## src/rtl/alarm_controller_if.sv

```systemverilog
// Bundle between the BCD time counters / user panel and the alarm controller.
// The master drives the time digits, ticks and buttons. The slave drives the alarm digits, state and buzzer.
interface alarm_controller_if;
    logic [1:0] hour_t;
    logic [3:0] hour_u;
    logic [2:0] min_t;
    logic [3:0] min_u;
    logic       sec_tick;
    logic       min_tick;
    logic       alarm_on;
    logic       set_en;
    logic       btn_hour;
    logic       btn_min;
    logic       snooze;
    logic       stop;
    logic [1:0] al_hour_t;
    logic [3:0] al_hour_u;
    logic [2:0] al_min_t;
    logic [3:0] al_min_u;
    logic [1:0] state;
    logic       buzz;

    modport master (
        output hour_t, hour_u, min_t, min_u, sec_tick, min_tick,
               alarm_on, set_en, btn_hour, btn_min, snooze, stop,
        input  al_hour_t, al_hour_u, al_min_t, al_min_u, state, buzz
    );

    modport slave (
        input  hour_t, hour_u, min_t, min_u, sec_tick, min_tick,
               alarm_on, set_en, btn_hour, btn_min, snooze, stop,
        output al_hour_t, al_hour_u, al_min_t, al_min_u, state, buzz
    );
endinterface

```

## src/rtl/alarm_controller.sv

```systemverilog
// Alarm controller: holds the BCD alarm time and runs the ring/snooze/stop FSM, with a 1 s cadence buzzer.
// Latency: every output is registered, so each responds one cycle after the input that causes it.
// Backpressure: none. Levels and pulses are sampled every cycle.
module alarm_controller #(
    parameter int SNOOZE_MIN       = 5,
    parameter int RING_TIMEOUT_MIN = 10,
    parameter int MAX_SNOOZE       = 3
) (
    input  logic               clk,
    input  logic               rst,
    alarm_controller_if.slave  bus
);
    typedef enum logic [1:0] {IDLE = 2'd0, ARMED = 2'd1, RINGING = 2'd2, SNOOZE = 2'd3} state_t;

    localparam logic [7:0] SNZ_LEN  = 8'(SNOOZE_MIN);
    localparam logic [7:0] RING_MAX = 8'(RING_TIMEOUT_MIN);
    localparam logic [3:0] SNZ_MAX  = 4'(MAX_SNOOZE);

    state_t     state_q, state_d;
    logic       buzz_q, buzz_d;
    logic       match_q, match_d;
    logic [1:0] al_hour_t_q, al_hour_t_d;
    logic [3:0] al_hour_u_q, al_hour_u_d;
    logic [2:0] al_min_t_q, al_min_t_d;
    logic [3:0] al_min_u_q, al_min_u_d;
    logic [3:0] snooze_cnt_q, snooze_cnt_d;
    logic [7:0] timeout_cnt_q, timeout_cnt_d;
    logic [7:0] snz_timer_q, snz_timer_d;
    logic       set_ok;
    logic       trigger;

    // Alarm time entry is only accepted while the alarm is not in an active ring cycle.
    assign set_ok = bus.set_en && (state_q == IDLE || state_q == ARMED);

    always_comb begin
        al_hour_t_d = al_hour_t_q;
        al_hour_u_d = al_hour_u_q;
        al_min_t_d  = al_min_t_q;
        al_min_u_d  = al_min_u_q;
        if (set_ok && bus.btn_hour) begin
            if (al_hour_t_q == 2'd2 && al_hour_u_q == 4'd3) begin
                al_hour_t_d = 2'd0;
                al_hour_u_d = 4'd0;
            end else if (al_hour_u_q == 4'd9) begin
                al_hour_t_d = al_hour_t_q + 2'd1;
                al_hour_u_d = 4'd0;
            end else begin
                al_hour_u_d = al_hour_u_q + 4'd1;
            end
        end
        if (set_ok && bus.btn_min) begin
            if (al_min_u_q == 4'd9) begin
                al_min_u_d = 4'd0;
                al_min_t_d = (al_min_t_q == 3'd5) ? 3'd0 : al_min_t_q + 3'd1;
            end else begin
                al_min_u_d = al_min_u_q + 4'd1;
            end
        end
    end

    assign match_d = (bus.hour_t == al_hour_t_q) && (bus.hour_u == al_hour_u_q) &&
                     (bus.min_t == al_min_t_q) && (bus.min_u == al_min_u_q);
    assign trigger = match_d && !match_q && !bus.set_en;

    always_comb begin
        state_d       = state_q;
        buzz_d        = buzz_q;
        snooze_cnt_d  = snooze_cnt_q;
        timeout_cnt_d = timeout_cnt_q;
        snz_timer_d   = snz_timer_q;
        if (!bus.alarm_on) begin
            state_d       = IDLE;
            buzz_d        = 1'b0;
            snooze_cnt_d  = 4'd0;
            timeout_cnt_d = 8'd0;
            snz_timer_d   = 8'd0;
        end else begin
            case (state_q)
                IDLE: begin
                    state_d = ARMED;
                    buzz_d  = 1'b0;
                end
                ARMED: begin
                    buzz_d = 1'b0;
                    if (trigger) begin
                        state_d       = RINGING;
                        snooze_cnt_d  = 4'd0;
                        timeout_cnt_d = 8'd0;
                        buzz_d        = 1'b1;
                    end
                end
                RINGING: begin
                    if (bus.stop) begin
                        state_d = ARMED;
                        buzz_d  = 1'b0;
                    end else if (bus.snooze && snooze_cnt_q < SNZ_MAX) begin
                        state_d      = SNOOZE;
                        buzz_d       = 1'b0;
                        snooze_cnt_d = snooze_cnt_q + 4'd1;
                        snz_timer_d  = SNZ_LEN;
                    end else begin
                        if (bus.sec_tick)
                            buzz_d = !buzz_q;
                        if (bus.min_tick && timeout_cnt_q < RING_MAX) begin
                            timeout_cnt_d = timeout_cnt_q + 8'd1;
                            if (timeout_cnt_q + 8'd1 == RING_MAX) begin
                                state_d = ARMED;
                                buzz_d  = 1'b0;
                            end
                        end
                    end
                end
                SNOOZE: begin
                    buzz_d = 1'b0;
                    if (bus.stop) begin
                        state_d = ARMED;
                    end else if (bus.min_tick && snz_timer_q != 8'd0) begin
                        snz_timer_d = snz_timer_q - 8'd1;
                        if (snz_timer_q == 8'd1) begin
                            state_d       = RINGING;
                            timeout_cnt_d = 8'd0;
                            buzz_d        = 1'b1;
                        end
                    end
                end
                default: state_d = IDLE;
            endcase
        end
    end

    // match_q resets high so a clock sitting on the alarm time at power-up does not ring.
    always_ff @(posedge clk or posedge rst) begin
        if (rst) begin
            state_q       <= IDLE;
            buzz_q        <= 1'b0;
            match_q       <= 1'b1;
            al_hour_t_q   <= 2'd0;
            al_hour_u_q   <= 4'd0;
            al_min_t_q    <= 3'd0;
            al_min_u_q    <= 4'd0;
            snooze_cnt_q  <= 4'd0;
            timeout_cnt_q <= 8'd0;
            snz_timer_q   <= 8'd0;
        end else begin
            state_q       <= state_d;
            buzz_q        <= buzz_d;
            match_q       <= match_d;
            al_hour_t_q   <= al_hour_t_d;
            al_hour_u_q   <= al_hour_u_d;
            al_min_t_q    <= al_min_t_d;
            al_min_u_q    <= al_min_u_d;
            snooze_cnt_q  <= snooze_cnt_d;
            timeout_cnt_q <= timeout_cnt_d;
            snz_timer_q   <= snz_timer_d;
        end
    end

    assign bus.state     = state_q;
    assign bus.buzz      = buzz_q;
    assign bus.al_hour_t = al_hour_t_q;
    assign bus.al_hour_u = al_hour_u_q;
    assign bus.al_min_t  = al_min_t_q;
    assign bus.al_min_u  = al_min_u_q;
endmodule

```

## src/flat_wrapper.sv

```systemverilog
// flat-port wrapper written by rule: the top's interface ports become plain ports
module alarm_controller_flat 
#(
    parameter int SNOOZE_MIN       = 5,
    parameter int RING_TIMEOUT_MIN = 10,
    parameter int MAX_SNOOZE       = 3
)
  (clk, rst, bus_hour_t, bus_hour_u, bus_min_t, bus_min_u, bus_sec_tick, bus_min_tick, bus_alarm_on, bus_set_en, bus_btn_hour, bus_btn_min, bus_snooze, bus_stop, bus_al_hour_t, bus_al_hour_u, bus_al_min_t, bus_al_min_u, bus_state, bus_buzz);
  alarm_controller_if bus_i ();
  input  logic clk;
  input  logic rst;
  input wire logic [$bits(bus_i.hour_t)-1:0] bus_hour_t;
  input wire logic [$bits(bus_i.hour_u)-1:0] bus_hour_u;
  input wire logic [$bits(bus_i.min_t)-1:0] bus_min_t;
  input wire logic [$bits(bus_i.min_u)-1:0] bus_min_u;
  input wire logic [$bits(bus_i.sec_tick)-1:0] bus_sec_tick;
  input wire logic [$bits(bus_i.min_tick)-1:0] bus_min_tick;
  input wire logic [$bits(bus_i.alarm_on)-1:0] bus_alarm_on;
  input wire logic [$bits(bus_i.set_en)-1:0] bus_set_en;
  input wire logic [$bits(bus_i.btn_hour)-1:0] bus_btn_hour;
  input wire logic [$bits(bus_i.btn_min)-1:0] bus_btn_min;
  input wire logic [$bits(bus_i.snooze)-1:0] bus_snooze;
  input wire logic [$bits(bus_i.stop)-1:0] bus_stop;
  output wire logic [$bits(bus_i.al_hour_t)-1:0] bus_al_hour_t;
  output wire logic [$bits(bus_i.al_hour_u)-1:0] bus_al_hour_u;
  output wire logic [$bits(bus_i.al_min_t)-1:0] bus_al_min_t;
  output wire logic [$bits(bus_i.al_min_u)-1:0] bus_al_min_u;
  output wire logic [$bits(bus_i.state)-1:0] bus_state;
  output wire logic [$bits(bus_i.buzz)-1:0] bus_buzz;
  assign bus_i.hour_t = bus_hour_t;
  assign bus_i.hour_u = bus_hour_u;
  assign bus_i.min_t = bus_min_t;
  assign bus_i.min_u = bus_min_u;
  assign bus_i.sec_tick = bus_sec_tick;
  assign bus_i.min_tick = bus_min_tick;
  assign bus_i.alarm_on = bus_alarm_on;
  assign bus_i.set_en = bus_set_en;
  assign bus_i.btn_hour = bus_btn_hour;
  assign bus_i.btn_min = bus_btn_min;
  assign bus_i.snooze = bus_snooze;
  assign bus_i.stop = bus_stop;
  assign bus_al_hour_t = bus_i.al_hour_t;
  assign bus_al_hour_u = bus_i.al_hour_u;
  assign bus_al_min_t = bus_i.al_min_t;
  assign bus_al_min_u = bus_i.al_min_u;
  assign bus_state = bus_i.state;
  assign bus_buzz = bus_i.buzz;
  alarm_controller #(.SNOOZE_MIN(SNOOZE_MIN), .RING_TIMEOUT_MIN(RING_TIMEOUT_MIN), .MAX_SNOOZE(MAX_SNOOZE)) u_core (.clk(clk), .rst(rst), .bus(bus_i));
endmodule
```

## config.mk

```make
export PLATFORM = sky130hd
export DESIGN_NAME = alarm_controller_flat
export DESIGN_NICKNAME = d
export VERILOG_FILES = /design/src/rtl/alarm_controller_if.sv /design/src/rtl/alarm_controller.sv /design/src/flat_wrapper.sv
export SDC_FILE = /design/constraint.sdc
export NUM_CORES = 1
export LEC_CHECK = 0
export CORE_UTILIZATION = 57
export DETAILED_ROUTE_END_ITERATION = 10
export PLACE_DENSITY = 0.92
export SLEW_MARGIN = 40
export SYNTH_ARGS = -nofsm -noshare
export SYNTH_HDL_FRONTEND = slang
export SYNTH_SLANG_ARGS = --single-unit
```

## constraint.sdc

```tcl
create_clock -name clk -period 3.4 [get_ports clk]
set_clock_uncertainty 0.15 [all_clocks]
set_input_delay 0.68 -clock clk [delete_from_list [all_inputs] [get_ports clk]]
set_output_delay 0.68 -clock clk [all_outputs]
set_load 0.02 [all_outputs]
```

==> metrics.txt, run 1 <==
share of layout cells above drive strength 1 0.0947; CTS Hold Buffers Added 0; CTS clk-pin slew, worst paths 0.07 ns; gr busiest metal met2; Post-CTS Setup Repair Bufs 0; Avg Cell Area, Syn 9.99 um^2; Antenna Nets Post-Route 0; RSZ-0062 raised after global routing false; initial antenna violation count 0; Switching Share 0.407; max-slew violations 0; FFs w/ async S/R, synth 1.00; Via density just under 6; Max FO, Critical Path 10; GRT Total Usage 0.251; met1 Use GR 0.303; Slew headroom 0.614; clock group share of total power 0.169; status finished clean; DR WL/cell 14.8 um; sw power 759 uW; flops & latches, synth 37; pin count of the biggest net entering global routing 38; Max Root-Sink Buffers 2; Pint 1.11 mW; HP Start u_core.timeout_cnt_q[5]; post-route insts no fill between 300 and 400; final hold vios 0; commonest non-fill, non-tap cells in the layout clkdlybuf4s50_1, dfrtp_1, xnor2_1; fin crit share 0.809; Seq pwr share 0.403; DIE HEIGHT 64.4 um; # diodes 0; startpoint types input port; vias 1813; clock sinks 37; I/O pin cnt 39; commonest non-fill, non-tap cell in the layout clkdlybuf4s50_1; area grow syn2layout 23.0%; H-Tree Depth 2; Setup CP Type input port to flip-flop; Power Dens Cells 684 nW/um^2; critical path launch point bus_min_t[0]; Worst Hold Class flip-flop to flip-flop; DP Cell Count 304; WP data arrival about 2.8 ns; Min Clock Period, post-route 2.75 ns; Netlist cell types 57; DR iter-0 viols around 160; # DRC 0; CP endpoint kind flip-flop; WP data required 3.42 ns; Final HPWL DP between 3000 and 4000 um; Clk Tree Root Cell clkbuf_8; Row Count 22; global route overflow 0; Max Cap Violations 0; Post-Route WL about 4600 um; vias in the first global route around 1800; Final Wtd Congestion roughly 0.9; NumNets Final 292; final count of negative-setup-slack endpoints 0; top cell type's share of synthesized area 0.406; post-CTS sizing 0; Ys Warns 0; met2 usage 0.421; net count after synthesis 251; mapped cell area 2220 um^2; core area ~3700 um^2; Post-synth EDFFs 0; Worst-Margin Slew 0.577 ns; met3 usage 0.0482; CTS tree built; Peak supply drop 0.549 mV; RR Startpoint u_core.snooze_cnt_q[0]; IO Port Bufs 38; Max Clock Freq ~360 MHz; final instance area 2730 um^2; fill count 280; Combinational Power Share 0.428; leading area contributor after synthesis dfrtp_1; top cells by area, synth dfrtp_1, xnor2_1, ha_1, o21ai_0, nand3_1; die width 64.4 um; DP Area ~2600 um^2; drt pass-1 iters 4; die area between 4000 and 5000 um^2; sequential area share after synthesis 0.418; Inserted Clock Buffers 5; prevailing post-synth register cell dfrtp_1; Clock Latency Late Sink approximately 0.28 ns; Lkg Pwr 1.13 nW; Synth Instances 222; starting density of the core 0.601; Setup TNS 0 ns; first-pass GRT wire length 7950 um
## synthesized netlist by cell type (3+ instances only)
cell and number:
and2b_1 3, nand2_1 17, xor2_1 5, a21o_1 3, nor3_1 5, nand4_1 5
inv_1 8, dfrtp_1 36, nand3_1 13, nor3b_1 5, nor4b_1 3, a2bb2oi_1 3
nor2_1 16, o21ai_0 15, xnor2_1 19, a21oi_1 4, ha_1 6, nor2b_1 10
## kinds of logic after synthesis
family / synth area share
muxes: 0.0231
xor gates and xnor gates: 0.0948
DFF: 0.418
AOI/OAI and AO/OA: 0.149
and+or+nand+nor: 0.255
adders and majority gates: 0.0338
buffers and inverters: 0.0265
## power by group through the flow
| stage | registers, mW | clock network, mW | logic, mW |
|---|---|---|---|
| after floorplan | 0.778 | 0 | 0.483 |
| after global placement | 0.752 | 0 | 0.772 |
| after detailed placement | 0.751 | 0 | 0.796 |
| after CTS | 0.749 | 0.323 | 0.801 |
| after global routing | 0.778 | 0.335 | 0.867 |
| final | 0.752 | 0.314 | 0.799 |
## final timing paths
kind                                           end  slack, ns  depth (start not counted)
setup / recovery           u_core.timeout_cnt_q[0]       0.65                          7
hold / removal             u_core.timeout_cnt_q[5]       0.35                          1
setup reg to reg             u_core.snz_timer_q[4]       0.85                          7
hold reg to reg            u_core.timeout_cnt_q[5]       0.35                          1
max in group asynchronous           u_core.match_q       2.11                          3
min in group asynchronous          u_core.bus.buzz       0.64                          3
## state kept, by name, indices dropped and copies added (netlist names)
register,count
u_core.snz_timer_q,8
u_core.timeout_cnt_q,8
u_core.bus.al_hour_u,4
u_core.bus.al_min_u,4
u_core.snooze_cnt_q,4
u_core.bus.al_min_t,3
u_core.bus.al_hour_t,2
u_core.bus.state,2
u_core.bus.buzz,1
u_core.match_q,1
## final cells by class
type,instances,area (um^2),area share
Multi-Input combinational cell,172,1230,0.452
Sequential cell,37,927,0.340
Timing Repair Buffer,39,388,0.142
Clock buffer,8,90.1,0.0330
Tap cell,48,60.1,0.0220
Inverter,8,30.0,0.0110
## worst max-delay path, stage by stage
cell and delay [ns]:
clkdlybuf4s50_1 0.48, xnor2_1 0.15, nand4_1 0.17, nor4_4 0.34, a21oi_2 0.20, nor3_4 0.42, mux2_4 0.34
## stage by stage
stage	utilization	total power [mW]	hold WS [ns]	worst slack [ns]
floorplan	-	1.26	0.308	1.03
CTS	0.739	1.87	0.350	0.621
global route	0.739	1.98	0.371	0.526
finish	0.739	1.87	0.347	0.650
global placement	0.715	1.52	0.328	0.405
detailed placement	0.715	1.55	0.333	0.311
## metal layers
layer  vias up  wire length, um
li1        882                -
met1       859             2050
met2        66             2300
met4         0               53
met3         6              229
met5         -                0
Power figures use the tool's default switching activity.
==> run 2: changes to the inputs <==
--- a/config.mk
+++ b/config.mk
@@ -5,9 +5,9 @@
 export SDC_FILE = /design/constraint.sdc
 export NUM_CORES = 1
 export LEC_CHECK = 0
-export CORE_UTILIZATION = 57
+export CORE_UTILIZATION = 48
 export DETAILED_ROUTE_END_ITERATION = 10
-export PLACE_DENSITY = 0.92
+export PLACE_DENSITY = 0.84
 export SLEW_MARGIN = 40
 export SYNTH_ARGS = -nofsm -noshare
 export SYNTH_HDL_FRONTEND = slang
==> constraint.sdc (replaced) <==
create_clock -name clk -period 2.35 [get_ports clk]
set_clock_uncertainty 0.15 [all_clocks]
set_input_delay 0.47 -clock clk [delete_from_list [all_inputs] [get_ports clk]]
set_output_delay 0.47 -clock clk [all_outputs]
set_load 0.02 [all_outputs]
==> metrics.txt, run 2 (synthesized netlist as in run 1, its figures left out) <==
status finished clean; Max FO, Critical Path 6 (-4); Max Cap Violations 0 (unchanged); r2r endpoint u_core.snz_timer_q[1]; Final HPWL DP 3760 um (+14%); DP Area 2860 um^2 (+8.4%); DIE HEIGHT 70.0 um (+8.7%); Post-Route WL 5220 um (+13%); cells along the critical path clkdlybuf4s50_1 > or4b_4 > o41ai_4 > buf_4 > a31oi_4 > or3_1 > o21ai_1; Min Clock Period, post-route 2.29 ns; Crit path max-delay family simple AND/OR/NAND/NOR gates; Setup WS pre-CTS -0.329 ns (-0.639 ns); NumNets Final 323 (+11%); Peak supply drop 0.760 mV (+38%); setup ws final 0.0586 ns (-0.592 ns); CP endpoint kind flip-flop; Antenna Nets Post-Route 0 (unchanged); final instance area 3040 um^2 (+11%); Power Dens Cells 999 nW/um^2 (+46%); clock sinks 37 (unchanged); Row Count 24 (+9.1%); r2r setup slk 0.08 ns (-0.77 ns); DP Cell Count 337 (+11%); I/O pin cnt 39 (unchanged); Via density 5.70 (-2.0%); commonest non-fill, non-tap cells in the layout dfrtp_1, buf_4, clkdlybuf4s50_1; DR iter-0 viols 152 (-7.3%); H-Tree Depth 2 (unchanged); startpoint types input port; Hold Path Depth 1 (unchanged); fin crit share 0.975; Worst-Margin Slew 0.462 ns (-0.115 ns); Worst R2R Path Depth 7 (unchanged); Setup TNS 0 ns (unchanged); drt pass-1 iters 4 (unchanged); Crit path largest cell delay 0.51 ns (+0.03 ns); Power, Total 3.03 mW (+63%); Inserted Clock Buffers 5 (unchanged); WP data arrival 2.37 ns (-0.40 ns); global route overflow 0 (unchanged); die area 4900 um^2 (+18%); vias 1977 (+9.0%); CTS clk-pin slew, worst paths 0.08 ns (about the same); initial antenna violation count 0 (unchanged); Clk Tree Root Cell clkbuf_8; Regs by FF count u_core.snz_timer_q x8, u_core.timeout_cnt_q x8; IO Port Bufs 38 (unchanged); final hold vios 0 (unchanged); hold endpoint u_core.timeout_cnt_q[5]; pin count of the biggest net entering global routing 38 (unchanged); RR Startpoint u_core.snooze_cnt_q[1]; Setup CP Type input port to flip-flop; Max Clock Freq 436 MHz; vias in the first global route 2013 (+10%); Worst Hold Class flip-flop to flip-flop; starting density of the core 0.506 (-0.0954); fill count 327 (+17%); GRT Total Usage 0.230 (-0.0209); commonest non-fill, non-tap cell in the layout dfrtp_1; HP Start u_core.timeout_cnt_q[5]; share of layout cells above drive strength 1 0.207 (+0.112); Final Wtd Congestion 0.844 (-6.6%); final count of negative-setup-slack endpoints 0 (unchanged); area grow syn2layout 36.9%; max-slew violations 0 (unchanged); Slew headroom 0.684 (+0.0701); core area 4380 um^2 (+19%); DR WL/cell 15.0 um (+1.4%); Clock Latency Late Sink 0.30 ns (+0.02 ns); first-pass GRT wire length 9020 um (+13%); WP data required 2.42 ns (-1.00 ns); RSZ-0062 raised after global routing true; post-route insts no fill 347 (+11%); WP buf/inv 2 (+1); Max Root-Sink Buffers 2 (unchanged); slowest stage cell, crit path or4b_4; die width 70.0 um (+8.7%); Lkg Pwr 1.35 nW (+20%); CTS tree built; # diodes 0 (unchanged); # DRC 0 (unchanged)
-- run 2: changes by cell type in the layout (fill, tap and decap cells not counted), sizes merged --
| cell | before | now |
|---|---|---|
| buf | 1 | 32 |
| clkdlybuf4s50 | 38 | 30 |
| dlymetal6s2s | 0 | 8 |
| clkbuf | 8 | 5 |
| bufinv | 0 | 1 |
| clkinv | 0 | 1 |
| clkinvlp | 0 | 1 |
-- run 2: metrics by stage --
step / hold WS [ns] / utilization
2_1_floorplan: 0.308 / -
3_3_place_gp: 0.326 / 0.652
3_5_place_dp: 0.336 / 0.652
4_1_cts: 0.358 / 0.679
5_1_grt: 0.393 / 0.693
6_report: 0.355 / 0.693
-- run 2: worst max path at each step --
| stage | from | end | slack (ns) | cells past startpoint |
|---|---|---|---|---|
| 2_1_floorplan | u_core.snooze_cnt_q[0] | u_core.snz_timer_q[6] | 0.08 | 7 |
| 3_3_place_gp | bus_min_t[1] | u_core.timeout_cnt_q[0] | -0.25 | 7 |
| 3_5_place_dp | bus_min_t[0] | u_core.timeout_cnt_q[1] | -0.33 | 7 |
| 4_1_cts | bus_min_t[0] | u_core.timeout_cnt_q[2] | 0.04 | 8 |
| 5_1_grt | u_core.snooze_cnt_q[1] | u_core.snz_timer_q[1] | -0.008 | 7 |
| 6_report | bus_snooze | u_core.snz_timer_q[1] | 0.06 | 7 |
-- run 2: final cells by class --
cell class                      instances  area [um^2]  area share
Multi-Input combinational cell        172         1250       0.413
Sequential cell                        37          927       0.305
Timing Repair Buffer                   70          644       0.212
Clock buffer                            5         68.8      0.0227
Tap cell                               52         65.1      0.0214
Clock inverter                          3         46.3      0.0152
Inverter                                8         30.0     0.00989
-- run 2: power breakdown --
group	internal (mW)	total, mW	switching, mW
sequential	0.788	1.01	0.223
clock	0.318	0.572	0.254
combinational	0.722	1.45	0.727
total	1.83	3.03	1.20
-- run 2: timing repair --
| item | CTS | global route |
|---|---|---|
| pin swaps | 1 | 10 |
| hold buffers | 0 | 0 |
| gates cloned | 0 | 0 |
| setup endpoints to repair | 2 | 10 |
| resized for setup | 0 | 14 |
| buffers inserted | 0 | 2 |
-- run 2: per-layer routing --
layer,vias to the layer above,track usage,share of wire
met2,61,0.380,0.49
met1,964,0.299,0.45
li1,944,-,-
met5,-,0,0
met3,8,0.0476,0.047
met4,0,0.0822,0.014
